`src/rtl/pipeline_hazard_ctrl_pkg.sv`:
```
// Shared opcodes, FSM state encoding and control-bundle type for the pipeline
// stall/flush controller.
package pipeline_hazard_ctrl_pkg;

  localparam logic [6:0] OPCODE_LUI    = 7'b0110111;
  localparam logic [6:0] OPCODE_AUIPC  = 7'b0010111;
  localparam logic [6:0] OPCODE_JAL    = 7'b1101111;
  localparam logic [6:0] OPCODE_BRANCH = 7'b1100011;
  localparam logic [6:0] OPCODE_STORE  = 7'b0100011;
  localparam logic [6:0] OPCODE_OP     = 7'b0110011;
  // An all-zero opcode is the halt marker; it is not a legal RV32I encoding.
  localparam logic [6:0] OPCODE_HALT   = 7'b0000000;

  typedef enum logic [1:0] {
    HZ_ST_RUN        = 2'd0,
    HZ_ST_LOAD_STALL = 2'd1,
    HZ_ST_DRAIN      = 2'd2,
    HZ_ST_HALT       = 2'd3
  } hz_state_e;

  typedef struct packed {
    logic pc_en;
    logic if_id_en;
    logic id_ex_en;
    logic ex_mem_en;
    logic if_id_flush;
    logic id_ex_flush;
  } hz_ctrl_t;

  // Everything frozen: used in reset, HALT and data-memory wait.
  localparam hz_ctrl_t CTRL_NONE   = '{1'b0, 1'b0, 1'b0, 1'b0, 1'b0, 1'b0};
  localparam hz_ctrl_t CTRL_RUN    = '{1'b1, 1'b1, 1'b1, 1'b1, 1'b0, 1'b0};
  // Front end holds, a NOP enters EX, older instructions keep moving.
  localparam hz_ctrl_t CTRL_BUBBLE = '{1'b0, 1'b0, 1'b1, 1'b1, 1'b0, 1'b1};
  localparam hz_ctrl_t CTRL_REDIR  = '{1'b1, 1'b1, 1'b1, 1'b1, 1'b1, 1'b1};

  function automatic logic uses_rs1(input logic [6:0] opc);
    return !(opc == OPCODE_LUI || opc == OPCODE_AUIPC || opc == OPCODE_JAL);
  endfunction

  function automatic logic uses_rs2(input logic [6:0] opc);
    return (opc == OPCODE_BRANCH || opc == OPCODE_STORE || opc == OPCODE_OP);
  endfunction

endpackage

```
`src/rtl/pipeline_hazard_ctrl_if.sv`:
```
// Datapath <-> hazard controller bundle. The datapath (master) drives stage
// information and the dmem handshake; the controller (slave) returns enables.
interface pipeline_hazard_ctrl_if;
  // Handshake: dmem_req marks a MEM-stage access in flight and dmem_ack
  // completes it in the same cycle; any cycle with req=1 and ack=0 is a wait
  // cycle in which the whole pipeline must hold.
  logic [6:0] id_opc;
  logic [4:0] id_rs1;
  logic [4:0] id_rs2;
  logic       ex_is_load;
  logic [4:0] ex_rd;
  logic       ex_redirect;
  logic       dmem_req;
  logic       dmem_ack;

  logic       pc_en;
  logic       if_id_en;
  logic       id_ex_en;
  logic       ex_mem_en;
  logic       if_id_flush;
  logic       id_ex_flush;
  logic       halted;

  modport master (
    output id_opc, id_rs1, id_rs2, ex_is_load, ex_rd, ex_redirect,
           dmem_req, dmem_ack,
    input  pc_en, if_id_en, id_ex_en, ex_mem_en, if_id_flush, id_ex_flush,
           halted
  );

  modport slave (
    input  id_opc, id_rs1, id_rs2, ex_is_load, ex_rd, ex_redirect,
           dmem_req, dmem_ack,
    output pc_en, if_id_en, id_ex_en, ex_mem_en, if_id_flush, id_ex_flush,
           halted
  );
endinterface

```
`src/rtl/pipeline_hazard_ctrl_hazard_detect.sv`:
```
// Combinational load-use detector: a LOAD in EX whose rd feeds a source
// register that the instruction in ID actually reads.
module pipeline_hazard_ctrl_hazard_detect
  import pipeline_hazard_ctrl_pkg::*;
(
  input  logic [6:0] id_opc,
  input  logic [4:0] id_rs1,
  input  logic [4:0] id_rs2,
  input  logic       ex_is_load,
  input  logic [4:0] ex_rd,
  output logic       load_use
);

  logic rs1_hit;
  logic rs2_hit;

  always_comb begin
    rs1_hit = (ex_rd == id_rs1) && uses_rs1(id_opc);
    rs2_hit = (ex_rd == id_rs2) && uses_rs2(id_opc);
    // x0 is never written, so a load targeting it cannot create a hazard.
    load_use = ex_is_load && (ex_rd != 5'd0) && (rs1_hit || rs2_hit);
  end

endmodule

```
`src/rtl/pipeline_hazard_ctrl.sv`:
```
// Stall/flush controller for the 5-stage RV32I pipeline: load-use bubbles,
// redirect squash, dmem wait freeze and halt drain, plus a stall counter.
module pipeline_hazard_ctrl
  import pipeline_hazard_ctrl_pkg::*;
#(
  parameter int LOAD_USE_BUBBLES = 1,
  parameter int DRAIN_CYCLES     = 4,
  parameter int CNT_W            = 16
) (
  input  logic                  clk,
  input  logic                  rst,
  pipeline_hazard_ctrl_if.slave bus,
  output logic [CNT_W-1:0]      stall_count,
  output hz_state_e             dbg_state
);

  localparam logic [2:0] BUB_INIT = 3'(LOAD_USE_BUBBLES - 1);
  localparam logic [3:0] DRN_INIT = 4'(DRAIN_CYCLES - 1);

  hz_state_e  state;
  hz_state_e  state_nx;
  logic [2:0] bub_cnt;
  logic [2:0] bub_nx;
  logic [3:0] drn_cnt;
  logic [3:0] drn_nx;
  hz_ctrl_t   ctrl;
  logic       load_use;
  logic       mem_wait;

  pipeline_hazard_ctrl_hazard_detect u_detect (
    .id_opc     (bus.id_opc),
    .id_rs1     (bus.id_rs1),
    .id_rs2     (bus.id_rs2),
    .ex_is_load (bus.ex_is_load),
    .ex_rd      (bus.ex_rd),
    .load_use   (load_use)
  );

  assign mem_wait = bus.dmem_req && !bus.dmem_ack;

  always_ff @(posedge clk or posedge rst) begin
    if (rst) begin
      state   <= HZ_ST_RUN;
      bub_cnt <= '0;
      drn_cnt <= '0;
    end else begin
      state   <= state_nx;
      bub_cnt <= bub_nx;
      drn_cnt <= drn_nx;
    end
  end

  // Counters hold the number of stall cycles still owed in the current state;
  // a value of 1 (or less) means this is the last one.
  always_comb begin
    ctrl     = CTRL_NONE;
    state_nx = state;
    bub_nx   = bub_cnt;
    drn_nx   = drn_cnt;
    if (!rst && state != HZ_ST_HALT) begin
      if (mem_wait) begin
        ctrl = CTRL_NONE;
      end else if (bus.ex_redirect) begin
        // Whatever was stalled or draining is on the wrong path.
        ctrl     = CTRL_REDIR;
        state_nx = HZ_ST_RUN;
        bub_nx   = '0;
        drn_nx   = '0;
      end else begin
        case (state)
          HZ_ST_RUN: begin
            if (load_use) begin
              ctrl = CTRL_BUBBLE;
              if (LOAD_USE_BUBBLES > 1) begin
                state_nx = HZ_ST_LOAD_STALL;
                bub_nx   = BUB_INIT;
              end
            end else if (bus.id_opc == OPCODE_HALT) begin
              ctrl = CTRL_BUBBLE;
              if (DRAIN_CYCLES > 1) begin
                state_nx = HZ_ST_DRAIN;
                drn_nx   = DRN_INIT;
              end else begin
                state_nx = HZ_ST_HALT;
              end
            end else begin
              ctrl = CTRL_RUN;
            end
          end
          HZ_ST_LOAD_STALL: begin
            ctrl = CTRL_BUBBLE;
            if (bub_cnt <= 3'd1) begin
              state_nx = HZ_ST_RUN;
              bub_nx   = '0;
            end else begin
              bub_nx = bub_cnt - 3'd1;
            end
          end
          HZ_ST_DRAIN: begin
            ctrl = CTRL_BUBBLE;
            if (drn_cnt <= 4'd1) begin
              state_nx = HZ_ST_HALT;
              drn_nx   = '0;
            end else begin
              drn_nx = drn_cnt - 4'd1;
            end
          end
          default: begin
            ctrl = CTRL_NONE;
          end
        endcase
      end
    end
  end

  always_ff @(posedge clk or posedge rst) begin
    if (rst) begin
      stall_count <= '0;
    end else if (!ctrl.pc_en && state != HZ_ST_HALT && stall_count != '1) begin
      stall_count <= stall_count + CNT_W'(1);
    end
  end

  assign bus.pc_en       = ctrl.pc_en;
  assign bus.if_id_en    = ctrl.if_id_en;
  assign bus.id_ex_en    = ctrl.id_ex_en;
  assign bus.ex_mem_en   = ctrl.ex_mem_en;
  assign bus.if_id_flush = ctrl.if_id_flush;
  assign bus.id_ex_flush = ctrl.id_ex_flush;
  // State is a flop with async reset, so this decode is a registered output.
  assign bus.halted      = (state == HZ_ST_HALT);
  assign dbg_state       = state;

endmodule

```
`src/flat_wrapper.sv`:
```
// flat-port wrapper written by rule: the top's interface ports become plain ports
module pipeline_hazard_ctrl_flat import pipeline_hazard_ctrl_pkg::*;
#(
  parameter int LOAD_USE_BUBBLES = 1,
  parameter int DRAIN_CYCLES     = 4,
  parameter int CNT_W            = 16
)
  (clk, rst, stall_count, dbg_state, bus_id_opc, bus_id_rs1, bus_id_rs2, bus_ex_is_load, bus_ex_rd, bus_ex_redirect, bus_dmem_req, bus_dmem_ack, bus_pc_en, bus_if_id_en, bus_id_ex_en, bus_ex_mem_en, bus_if_id_flush, bus_id_ex_flush, bus_halted);
  pipeline_hazard_ctrl_if bus_i ();
  input  logic clk;
  input  logic rst;
  output logic [CNT_W-1:0] stall_count;
  output hz_state_e dbg_state;
  input wire logic [$bits(bus_i.id_opc)-1:0] bus_id_opc;
  input wire logic [$bits(bus_i.id_rs1)-1:0] bus_id_rs1;
  input wire logic [$bits(bus_i.id_rs2)-1:0] bus_id_rs2;
  input wire logic [$bits(bus_i.ex_is_load)-1:0] bus_ex_is_load;
  input wire logic [$bits(bus_i.ex_rd)-1:0] bus_ex_rd;
  input wire logic [$bits(bus_i.ex_redirect)-1:0] bus_ex_redirect;
  input wire logic [$bits(bus_i.dmem_req)-1:0] bus_dmem_req;
  input wire logic [$bits(bus_i.dmem_ack)-1:0] bus_dmem_ack;
  output wire logic [$bits(bus_i.pc_en)-1:0] bus_pc_en;
  output wire logic [$bits(bus_i.if_id_en)-1:0] bus_if_id_en;
  output wire logic [$bits(bus_i.id_ex_en)-1:0] bus_id_ex_en;
  output wire logic [$bits(bus_i.ex_mem_en)-1:0] bus_ex_mem_en;
  output wire logic [$bits(bus_i.if_id_flush)-1:0] bus_if_id_flush;
  output wire logic [$bits(bus_i.id_ex_flush)-1:0] bus_id_ex_flush;
  output wire logic [$bits(bus_i.halted)-1:0] bus_halted;
  assign bus_i.id_opc = bus_id_opc;
  assign bus_i.id_rs1 = bus_id_rs1;
  assign bus_i.id_rs2 = bus_id_rs2;
  assign bus_i.ex_is_load = bus_ex_is_load;
  assign bus_i.ex_rd = bus_ex_rd;
  assign bus_i.ex_redirect = bus_ex_redirect;
  assign bus_i.dmem_req = bus_dmem_req;
  assign bus_i.dmem_ack = bus_dmem_ack;
  assign bus_pc_en = bus_i.pc_en;
  assign bus_if_id_en = bus_i.if_id_en;
  assign bus_id_ex_en = bus_i.id_ex_en;
  assign bus_ex_mem_en = bus_i.ex_mem_en;
  assign bus_if_id_flush = bus_i.if_id_flush;
  assign bus_id_ex_flush = bus_i.id_ex_flush;
  assign bus_halted = bus_i.halted;
  pipeline_hazard_ctrl #(.LOAD_USE_BUBBLES(LOAD_USE_BUBBLES), .DRAIN_CYCLES(DRAIN_CYCLES), .CNT_W(CNT_W)) u_core (.clk(clk), .rst(rst), .bus(bus_i), .stall_count(stall_count), .dbg_state(dbg_state));
endmodule
```
`config.mk`:
```
export PLATFORM = sky130hd
export DESIGN_NAME = pipeline_hazard_ctrl_flat
export DESIGN_NICKNAME = d
export VERILOG_FILES = /design/src/rtl/pipeline_hazard_ctrl_pkg.sv /design/src/rtl/pipeline_hazard_ctrl_if.sv /design/src/rtl/pipeline_hazard_ctrl_hazard_detect.sv /design/src/rtl/pipeline_hazard_ctrl.sv /design/src/flat_wrapper.sv
export SDC_FILE = /design/constraint.sdc
export NUM_CORES = 1
export LEC_CHECK = 0
export CORE_ASPECT_RATIO = 0.7
export CORE_MARGIN = 8
export CORE_UTILIZATION = 40
export CTS_BUF_LIST = sky130_fd_sc_hd__clkbuf_4
export DETAILED_ROUTE_END_ITERATION = 10
export PLACE_DENSITY = 0.7
export SLEW_MARGIN = 0
export SYNTH_ARGS = -nofsm -noshare
export SYNTH_HDL_FRONTEND = slang
export SYNTH_SLANG_ARGS = --single-unit
```
`constraint.sdc`:
```
create_clock -name clk -period 3 [get_ports clk]
set_input_delay 0.6 -clock clk [delete_from_list [all_inputs] [get_ports clk]]
set_output_delay 0.6 -clock clk [all_outputs]
set_load 0.01 [all_outputs]
```
==> results.sh <==
export IMPL_drt_iter0_markers=81
export IMPL_final_min_clock_period_ns=2.94
export IMPL_fp_row_count=20
export IMPL_first_global_vias=1703
export IMPL_powerDensity_nw_per_um2=637
export IMPL_total_power_uw=1690
export IMPL_cts_root_buf="clkbuf_4"
export IMPL_required_ns=2.40
export IMPL_wl_per_cell_um=15.2
export IMPL_yosysWarningCount=0
export IMPL_hold_class="reg2reg"
export IMPL_max_cap_violations=0
export IMPL_final_setup_viol_count=0
export IMPL_clkTransAtPathRegs_ns=0.13
export IMPL_status="complete, no violations"
export IMPL_clock_sinks=25
export IMPL_antenna_found_initial=0
export IMPL_synth_edff_count=0
export IMPL_place_inst=326
export IMPL_async_reset_ff_share_pct=100
export IMPL_hold_viol=0
export IMPL_fin_crit_sh_pct=97.9
export IMPL_grt_max_degree=16
export IMPL_slew_viol_final=0
export IMPL_synth_area_leaders="dfrtp_1 36%, ha_1 7.1%, xnor2_1 6.0%, xor2_1 6.0%, nor3_1 3.4%"
export IMPL_numCtsBuffers=3
export IMPL_avgSynthCellArea_um2=9.04
export IMPL_drc=0
export IMPL_die_y_um=71.4
export IMPL_diodes=0
export IMPL_yosys_register_bits=25
export IMPL_instances_no_fill=334
export IMPL_numPortBuffers=52
export IMPL_clockBufferDepth=2
export IMPL_final_net_count=318
export IMPL_end_kind="primary output"
export IMPL_placed_cell_area_um2=2540
export IMPL_slew_headroom_pct=66.3
export IMPL_rsz0062_at_grt="false"
export IMPL_htree_levels=1
export IMPL_wl_um=5090
export IMPL_cp_start_kind="primary input"
export IMPL_core_area_um2=4280
export IMPL_synthDistinctLibCells=45
export IMPL_final_area_um2=2650
export IMPL_synth_most_common_cell="dfrtp_1"
export IMPL_syn_num_nets=232
export IMPL_die_x_um=95.2
export IMPL_netlist_area_um2=1750
export IMPL_fmax_mhz=341
export IMPL_worstPathMaxFanout=2
export IMPL_ir_drop_v=0.000608
export IMPL_worstPathArrival_ns=2.34
export IMPL_synth_top_area_share_pct=35.7
export IMPL_p_leak_uw=0.00114
export IMPL_synthToLayoutAreaGrowth_pct=51.1
export IMPL_hold_buffers=0
export IMPL_syn_inst=194
export IMPL_clock_skew_ns=0.00426
export IMPL_top_usage_layer="met2"
export IMPL_die_area_um2=6790
export IMPL_tightest_slew_ns=0.504
export IMPL_grt_overflow_total=0
export IMPL_globalRouteMet2Util_pct=23.3
export IMPL_clock_latency_ns=0.32
export IMPL_cts_tree="yes"
export IMPL_met3_usage_pct=3.34
export IMPL_drive_gt1_share_pct=18.6
export IMPL_grt_pass1_wl_um=8460
export IMPL_grtUsageTotal_pct=15.2
export IMPL_ys_dominant_reg_cell="dfrtp_1"
export IMPL_viasPerCell=5.28
export IMPL_place_congestion=0.808
export IMPL_fin_util_pct=62.0
export IMPL_yosysSeqAreaShare_pct=35.7
export IMPL_dp_hpwl_um=4090
export IMPL_num_io_pins=53
export IMPL_initial_utilization_pct=41.0
export IMPL_synth_largest_area_cell="dfrtp_1"
export IMPL_dr_pass1_iters=4
export IMPL_met1_usage_pct=21.2
export IMPL_worstSetupPathType="in2out"
export IMPL_postRouteAntennaNets=0
export IMPL_ys_top_cells_by_count="25 x dfrtp_1, 13 x nor2_1, 12 x nor3_1, 12 x xnor2_1, 12 x xor2_1"
export IMPL_via_count=1762
[registers in the layout (all words and copies together) (netlist names)]
signal / cells
u_core.drn_cnt: 4
u_core.bub_cnt: 3
u_core.stall_count: 16
u_core.dbg_state: 2
[worst max-delay path, stage by stage]
cell and delay, ns:
dlygate4sd2_1 0.26, or4_4 0.53, o21ai_4 0.16, buf_4 0.13, buf_4 0.09, a41o_1 0.17, or2_2 0.12, dlygate4sd2_1 0.26
[power breakdown]
group          switching (uW)  leakage (uW)  internal (uW)
clock                     102     0.0000184           61.1
combinational             457      0.000816            504
sequential                130      0.000305            435
total                     688       0.00114           1000
[what timing repair did]
action,4_1_cts,5_1_grt
buffers inserted,2,2
endpoints found under the setup margin,3,3
resized for setup,15,10
pin swaps,3,6
[logic make-up (layout without fill, tap and decap cells)]
family                   Yosys count  in the layout  share of synthesized area [%]
buffers and inverters             14             99                           3.42
adder cells (fa/ha/maj)           10             10                           7.13
AND/OR/NAND/NOR                   84             84                           26.5
XOR/XNOR                          24             24                           12.0
flip-flops                        25             25                           35.7
multiplexers                       4              4                           2.71
AO/OA/AOI/OAI                     33             33                           12.6
[placed cells by master (no fill, tap or decap), types with 2 or more instances in the layout]
master           count
clkdlybuf4s50_1     43
buf_4               33
dfrtp_1             25
nor2_1              13
xnor2_1             12
xor2_1              12
nand2_1             11
o21ai_0             10
ha_1                10
inv_1                9
nand3_1              8
nor3_1               8
a21oi_1              8
dlygate4sd2_1        6
nand4_1              5
and2_1               4
nor4_1               4
clkbuf_4             4
nor2b_1              3
and3_1               3
nor3_2               3
o211ai_1             3
nand3b_1             3
and4_1               3
nand2b_1             2
nor4_2               2
nand4b_1             2
mux2_2               2
nor3b_1              2
[metrics by stage]
stage / setup WS [ns] / hold WS [ns] / setup TNS [ns]
2_1_floorplan: 0.164 / 0.451 / 0
3_3_place_gp: -0.363 / 0.474 / -1.31
3_5_place_dp: -0.426 / 0.487 / -1.71
4_1_cts: 0.00581 / 0.508 / 0
5_1_grt: 0.00107 / 0.543 / 0
6_report: 0.0642 / 0.509 / 0
[final cells by class]
| type | count | area (um2) |
|---|---|---|
| sequential | 25 | 626 |
| fill | 377 | 1630 |
| inverter | 9 | 33.8 |
| timing repair buffer | 86 | 769 |
| multi-input combinational | 155 | 1120 |
| clock buffer | 4 | 30.0 |
| tap | 55 | 68.8 |
[worst paths after layout]
check                               startpoint                      to  slack, ns  cells after the start
max in group asynchronous                  rst   u_core.stall_count[2]       1.83                      3
max                               bus_ex_rd[0]            bus_if_id_en       0.06                      8
min in group asynchronous                  rst   u_core.stall_count[6]       0.66                      2
max reg2reg                u_core.dbg_state[0]  u_core.stall_count[14]       0.46                     10
min reg2reg                  u_core.bub_cnt[2]       u_core.bub_cnt[2]       0.51                      1
min                          u_core.bub_cnt[2]       u_core.bub_cnt[2]       0.51                      1
[layer usage]
metal / vias up / routed length [um]
met5: - / 0
met4: 0 / 38
met3: 4 / 211
met2: 42 / 2280
met1: 835 / 2560
li1: 881 / -
Note: power is estimated with default switching activity, not from simulation.
